--- src/rtl/rv32i_pkg.sv ---
`default_nettype none
// ============================================================================
//  Module      : rv32i_pkg
//  Description : Shared RV32I definitions for the fetch path: default XLEN,
//                the canonical NOP encoding (addi x0,x0,0) and the
//                instruction-fetch FSM state encoding.
//  Revision    : 1.0 - initial release
// ============================================================================
package rv32i_pkg;

    localparam int          XLEN      = 32;
    localparam logic [31:0] NOP_INSTR = 32'h00000013;

    typedef enum logic [1:0] {
        ST_IDLE = 2'd0,
        ST_REQ  = 2'd1,
        ST_WAIT = 2'd2,
        ST_HOLD = 2'd3
    } fetch_state_t;

endpackage : rv32i_pkg
`default_nettype wire

--- src/rtl/instr_fetch.sv ---
`default_nettype none
// ============================================================================
//  Module      : instr_fetch
//  Description : Single-outstanding instruction fetch unit. Accepts a PC,
//                issues one request to instruction memory, waits for the
//                response and presents the word to the decoder until it is
//                consumed. A redirect (flush) kills the fetch in flight.
//  Ports       : clk, rst (async, active-high)
//                pc_addr/pc_valid          - fetch request from the PC
//                flush                     - redirect pulse
//                imem_req/imem_addr        - request to instruction memory
//                imem_gnt/imem_rvalid/imem_rdata - memory handshake/response
//                instr/instr_pc/instr_valid/instr_ready - decoder handshake
//                fetch_busy                - PC must hold while high
//                misalign_err              - misaligned fetch flag
//  Config      : IFETCH_MISALIGN_CHECK_EN - when defined, a misaligned PC
//                bypasses memory and yields a flagged NOP. When undefined,
//                the low two address bits are forced to zero.
//  Revision    : 1.0 - initial release
// ============================================================================
module instr_fetch
    import rv32i_pkg::*;
#(
    parameter int ADDR_W = XLEN,
    parameter int DATA_W = 32
) (
    input  logic              clk,
    input  logic              rst,
    input  logic [ADDR_W-1:0] pc_addr,
    input  logic              pc_valid,
    input  logic              flush,
    output logic              imem_req,
    output logic [ADDR_W-1:0] imem_addr,
    input  logic              imem_gnt,
    input  logic              imem_rvalid,
    input  logic [DATA_W-1:0] imem_rdata,
    output logic [DATA_W-1:0] instr,
    output logic [ADDR_W-1:0] instr_pc,
    output logic              instr_valid,
    input  logic              instr_ready,
    output logic              fetch_busy,
    output logic              misalign_err
);

    fetch_state_t      r_state;
    logic [ADDR_W-1:0] r_addr;
    // Set by a flush while a request is in flight; the next response is
    // then thrown away instead of being presented.
    logic              r_drop;

    always_ff @(posedge clk or posedge rst) begin
        if (rst) begin
            r_state      <= ST_IDLE;
            r_addr       <= '0;
            r_drop       <= 1'b0;
            imem_req     <= 1'b0;
            imem_addr    <= '0;
            instr        <= '0;
            instr_pc     <= '0;
            instr_valid  <= 1'b0;
            fetch_busy   <= 1'b0;
            misalign_err <= 1'b0;
        end else begin
            case (r_state)
                ST_IDLE: begin
                    // A redirect in the same cycle means pc_addr is stale.
                    if (pc_valid && !flush) begin
                        r_addr     <= pc_addr;
                        fetch_busy <= 1'b1;
`ifdef IFETCH_MISALIGN_CHECK_EN
                        if (pc_addr[1:0] != 2'b00) begin
                            r_state      <= ST_HOLD;
                            instr        <= DATA_W'(NOP_INSTR);
                            instr_pc     <= pc_addr;
                            instr_valid  <= 1'b1;
                            misalign_err <= 1'b1;
                        end else begin
                            r_state   <= ST_REQ;
                            imem_req  <= 1'b1;
                            imem_addr <= pc_addr;
                        end
`else
                        r_state   <= ST_REQ;
                        imem_req  <= 1'b1;
                        imem_addr <= {pc_addr[ADDR_W-1:2], 2'b00};
`endif
                    end
                end

                ST_REQ: begin
                    // The request stays up until granted even on flush; the
                    // flush only marks the eventual response for discard.
                    if (flush) begin
                        r_drop <= 1'b1;
                    end
                    if (imem_gnt) begin
                        imem_req <= 1'b0;
                        r_state  <= ST_WAIT;
                    end
                end

                ST_WAIT: begin
                    if (imem_rvalid) begin
                        r_drop <= 1'b0;
                        if (r_drop || flush) begin
                            r_state    <= ST_IDLE;
                            fetch_busy <= 1'b0;
                        end else begin
                            instr       <= imem_rdata;
                            instr_pc    <= r_addr;
                            instr_valid <= 1'b1;
                            r_state     <= ST_HOLD;
                        end
                    end else if (flush) begin
                        r_drop <= 1'b1;
                    end
                end

                ST_HOLD: begin
                    // Flush wins over ready: the word is treated as unused.
                    if (flush || instr_ready) begin
                        instr_valid  <= 1'b0;
                        misalign_err <= 1'b0;
                        fetch_busy   <= 1'b0;
                        r_state      <= ST_IDLE;
                    end
                end

                default: begin
                    r_state <= ST_IDLE;
                end
            endcase
        end
    end

endmodule : instr_fetch
`default_nettype wire

--- config.mk ---
export PLATFORM = sky130hd
export DESIGN_NAME = instr_fetch
export DESIGN_NICKNAME = d
export VERILOG_FILES = /design/src/rtl/rv32i_pkg.sv /design/src/rtl/instr_fetch.sv
export SDC_FILE = /design/constraint.sdc
export NUM_CORES = 1
export LEC_CHECK = 0
export BUFFER_PORTS_ARGS = -buffer_cell sky130_fd_sc_hd__buf_2
export CORE_ASPECT_RATIO = 0.7
export CORE_UTILIZATION = 35
export DETAILED_ROUTE_END_ITERATION = 16
export GPL_TIMING_DRIVEN = 0
export HOLD_SLACK_MARGIN = 0.12
export PLACE_DENSITY = 0.63
export SLEW_MARGIN = 25
export SYNTH_ARGS = -nofsm -noshare
export SYNTH_HDL_FRONTEND = slang
export SYNTH_SLANG_ARGS = --single-unit
--- constraint.sdc ---
create_clock -name clk -period 3.15 [get_ports clk]
set_input_delay 0.63 -clock clk [delete_from_list [all_inputs] [get_ports clk]]
set_output_delay 0.63 -clock clk [all_outputs]
set_load 0.02 [all_outputs]
# Word-level counts from Yosys, hierarchy flattened
# Index checks and enable logic that the tools add are counted.
# classes
n_eq_ne	9
n_mux	19
bitwise	1
n_reduce_logical	15
# op_table
cell	count
$ne 2x2->1 const B	6
$mux 2	5
$mux 1	9
$pmux 2 s4	1
$reduce_and 4->1	2
$pmux 1 s2	3
$reduce_and 3->1	2
$reduce_bool 2->1	3
$reduce_and 5->1	1
$eq 2x2->1 const B	2
$pmux 1 s3	1
$reduce_bool 3->1	1
$eq 2x1->1 const B	1
$logic_not 2->1	1
$logic_or 1x1->1	2
$reduce_and 2->1	1
$logic_and 1x1->1	1
$logic_not 1->1	1
$not 1->1	1
# totals
reg_bits	132

# Logic depth before layout (Yosys ltp)
# depth
depth_word	4
mapped_depth	6
depth_no_buf	6

# Worst setup path before layout
# OpenSTA, ideal clock, no wires.
# synth_timing
kind	input-to-reg
start	in flush
end	reg instr[4]
setup_time_ns	0.125
arrival_time_ns	1.729
setup_slack_ns	1.297
stages	4
path_buffers	2
path_cell_list	buf_4 > nor3_4 > buf_6 > mux2_2
# synth_between
elab_chain_len	3
# synth_lines
element	line_no	text
start: declaration	instr_fetch.sv:31	input logic flush,
$logic_or 1x1->1	instr_fetch.sv:105	if (r_drop || flush) begin
$not 1->1 (no source line)	n/a	
$reduce_and 3->1 (no source line)	n/a	
end signal: assignment	instr_fetch.sv:109	instr <= imem_rdata;
end: declaration	instr_fetch.sv:37	output logic [DATA_W-1:0] instr,
# No other way between the ends.
# A chain may end at the register's enable or synchronous reset.

# Final worst setup path
# layout_timing
start	reg r_state[0]
end	reg instr_pc[4]
# layout_between
elab_chain_len	2
# layout_lines
element	line_no	text
start: declaration	instr_fetch.sv:45	fetch_state_t r_state;
start signal: assignment	instr_fetch.sv:53	r_state <= ST_IDLE;
start signal: assignment	instr_fetch.sv:83	r_state <= ST_REQ;
start signal: assignment	instr_fetch.sv:98	r_state <= ST_WAIT;
$eq 2x2->1	instr_fetch.sv:64	case (r_state)
$reduce_and 3->1 (no source line)	n/a	
end signal: assignment	instr_fetch.sv:110	instr_pc <= r_addr;
end: declaration	instr_fetch.sv:38	output logic [ADDR_W-1:0] instr_pc,
# No other way between the ends.

==> run metrics <==
post-detail-place hpwl 6650 um; max-slew violations 0; die height 94.2 um; R2R Path Start r_state[0]$_DFFE_PP0P_; most frequent cells in the layout buf_2 (169), dfrtp_1 (102), mux2_2 (92); Final min period 2200 ps; clk sinks 102; Final Setup Violations 0; core area 11,800 um^2; Yosys warning count 0; met1 Use GR 0.186; worst slew pin tran 681 ps; worst skew pair latency 340 ps; RePlAce Congestion 0.742; total wire length 8810 um; first-pass detailed-route iteration total 4; root buf cell clkbuf_16; area of the die 12,600 um^2; final cycle utilization of the critical path 0.699; GR Overflow Total 0; largest net degree at the start of global routing 33; total power 5.41 mW; post-CTS setup buffers 0; Placed Cells 610; flops & latches, synth 102; Initial DRC Count 48; leakage power 3.03 nW; f_max 454 MHz; Ports 171; met2 usage 0.229; Avg WL per Cell 14.1 um; Port Buf Inserts 166; post-synth cell types 27; # rows 33; CTS buffer count 9; GRT Util Overall 0.147; CTS tree built; status finished, final reports clean; H-tree lvl count 3; clk_skew 6.14 ps; Pwr Density 957 nW/um^2; CP Class register to register; Post-CTS Resized 0; Via density 4.40; RSZ-0062 raised after global routing no; Die W 134 um; Final nets 540; Layout area overhead 32.9%; Crit Path Max Fanout 10; CTS Buffer Depth 2; VDD IR max 0.381 mV; layout cell share with drive strength beyond 1 0.693; Hold Crit Class primary input to asynchronous set/reset pin; Initial Util 0.361; R2R setup slack 950 ps; number of remaining DRC errors 0; CTS Hold Bufs 0; slew margin rel. 0.545; capturing point of the worst reg2reg path instr_pc[4]$_DFFE_PP0P_; Via Count 2,756; vias in the first global route 2,768; initial antenna violation count 0; max_cap viols 0; met3 usage 0.0588; number of non-filler instances in the completed layout 626; Worst Setup Start Kind register; Min Hold Slack 273 ps; first-pass GRT wire length 14,100 um; most common cell after layout, fill and taps aside buf_2; cell count after synthesis 282; crit path capture type register; Post-Syn Area 4250 um^2; reg2reg path depth 6; # diodes 0; register area share after synthesis 0.600; Avg Cell Area, Syn 15.1 um^2; GR peak layer met2; Arr. time, crit path 2420 ps; Final Hold Viols 0; Worst Path Required 3370 ps; Fin Setup TNS 0 ps; clock-pin transition on the worst setup and hold timing paths 70 ps; antenna-violating nets left 0
## worst max path at each step
stage,endpoint,cells after the start,start
after detailed placement,instr_pc[4]$_DFFE_PP0P_,6,r_state[0]$_DFFE_PP0P_
after global placement,instr_pc[3]$_DFFE_PP0P_,2,rst
after global routing,instr_pc[2]$_DFFE_PP0P_,6,r_state[0]$_DFFE_PP0P_
after floorplan,fetch_busy$_DFFE_PP0P_,1,rst
final,instr_pc[4]$_DFFE_PP0P_,6,r_state[0]$_DFFE_PP0P_
after CTS,instr_pc[4]$_DFFE_PP0P_,6,r_state[0]$_DFFE_PP0P_
## critical path, cell delays in order (launching register included)
cell and delay, ps:
dfrtp_1 420, inv_1 140, ha_1 260, nand2_1 110, nor3_4 540, buf_6 250
mux2_2 350
## where the power goes
part	switching, mW	internal, mW	leakage, nW
combinational	1.14	1.06	1.58
clock	0.473	0.638	0.142
sequential	0.291	1.81	1.31
total	1.90	3.51	3.03
## layout make-up
class,instances,area (um^2)
clock buffers,11,243
fillers,1081,6120
flip-flops and latches,102,2550
clock inverters,5,58.8
multi-input cells,132,1340
plain buffers,43,338
inverters,7,30.0
well taps,157,196
repair buffers,169,891
## routing by layer
layer,part of all wire,up-vias
met5,0,-
met1,0.46,1331
li1,-,1306
met2,0.45,112
met3,0.088,7
met4,0.0078,0
## per-stage QoR
| step | worst slack (ps) | instance area (um^2) | util |
|---|---|---|---|
| floorplan | 1300 | 4260 | - |
| global placement | 646 | 5290 | 0.450 |
| detailed placement | 910 | 5350 | 0.455 |
| CTS | 897 | 5650 | 0.480 |
| global route | 778 | 5650 | 0.480 |
| finish | 947 | 5650 | 0.480 |
## cell families (layout without fill, tap and decap cells)
logic type	Yosys count	after routing	synth area share
multiplexers	97	97	0.257
AND/OR/NAND/NOR	15	15	0.0227
flip-flops	102	102	0.600
other	1	3	0.000882
AO/OA/AOI/OAI	12	12	0.0188
adder cells (fa/ha/maj)	5	5	0.0147
buffers and inverters	50	235	0.0856
## sequential cells by signal, summed over array words and instances (netlist names)
register and cells:
fetch_busy 1, imem_addr 1, imem_req 1, instr 32, instr_pc 32, instr_valid 1
r_addr 31, r_drop 1, r_state 2
## cell usage after synthesis
cell type / count / share of area
nor2_1: 3 / 0.0026
nor3_4: 1 / 0.0038
o22a_2: 1 / 0.0024
ha_1: 5 / 0.015
buf_6: 6 / 0.016
nand2_1: 3 / 0.0026
or4_4: 1 / 0.0026
a21boi_0: 1 / 0.0018
o21ai_0: 3 / 0.0035
or2b_2: 1 / 0.0021
mux2_2: 92 / 0.24
inv_2: 1 / 0.00088
nand3_1: 1 / 0.0012
nor4_1: 2 / 0.0029
buf_4: 34 / 0.060
a21oi_1: 2 / 0.0024
nor2b_1: 2 / 0.0029
mux2_1: 5 / 0.013
conb_1: 1 / 0.00088
dfrtp_1: 102 / 0.60
a22o_1: 1 / 0.0021
o31ai_1: 1 / 0.0018
or2b_1: 1 / 0.0018
buf_2: 3 / 0.0035
inv_1: 6 / 0.0053
o41ai_1: 1 / 0.0021
a31oi_1: 2 / 0.0029
Power figures use the tool's default switching activity.
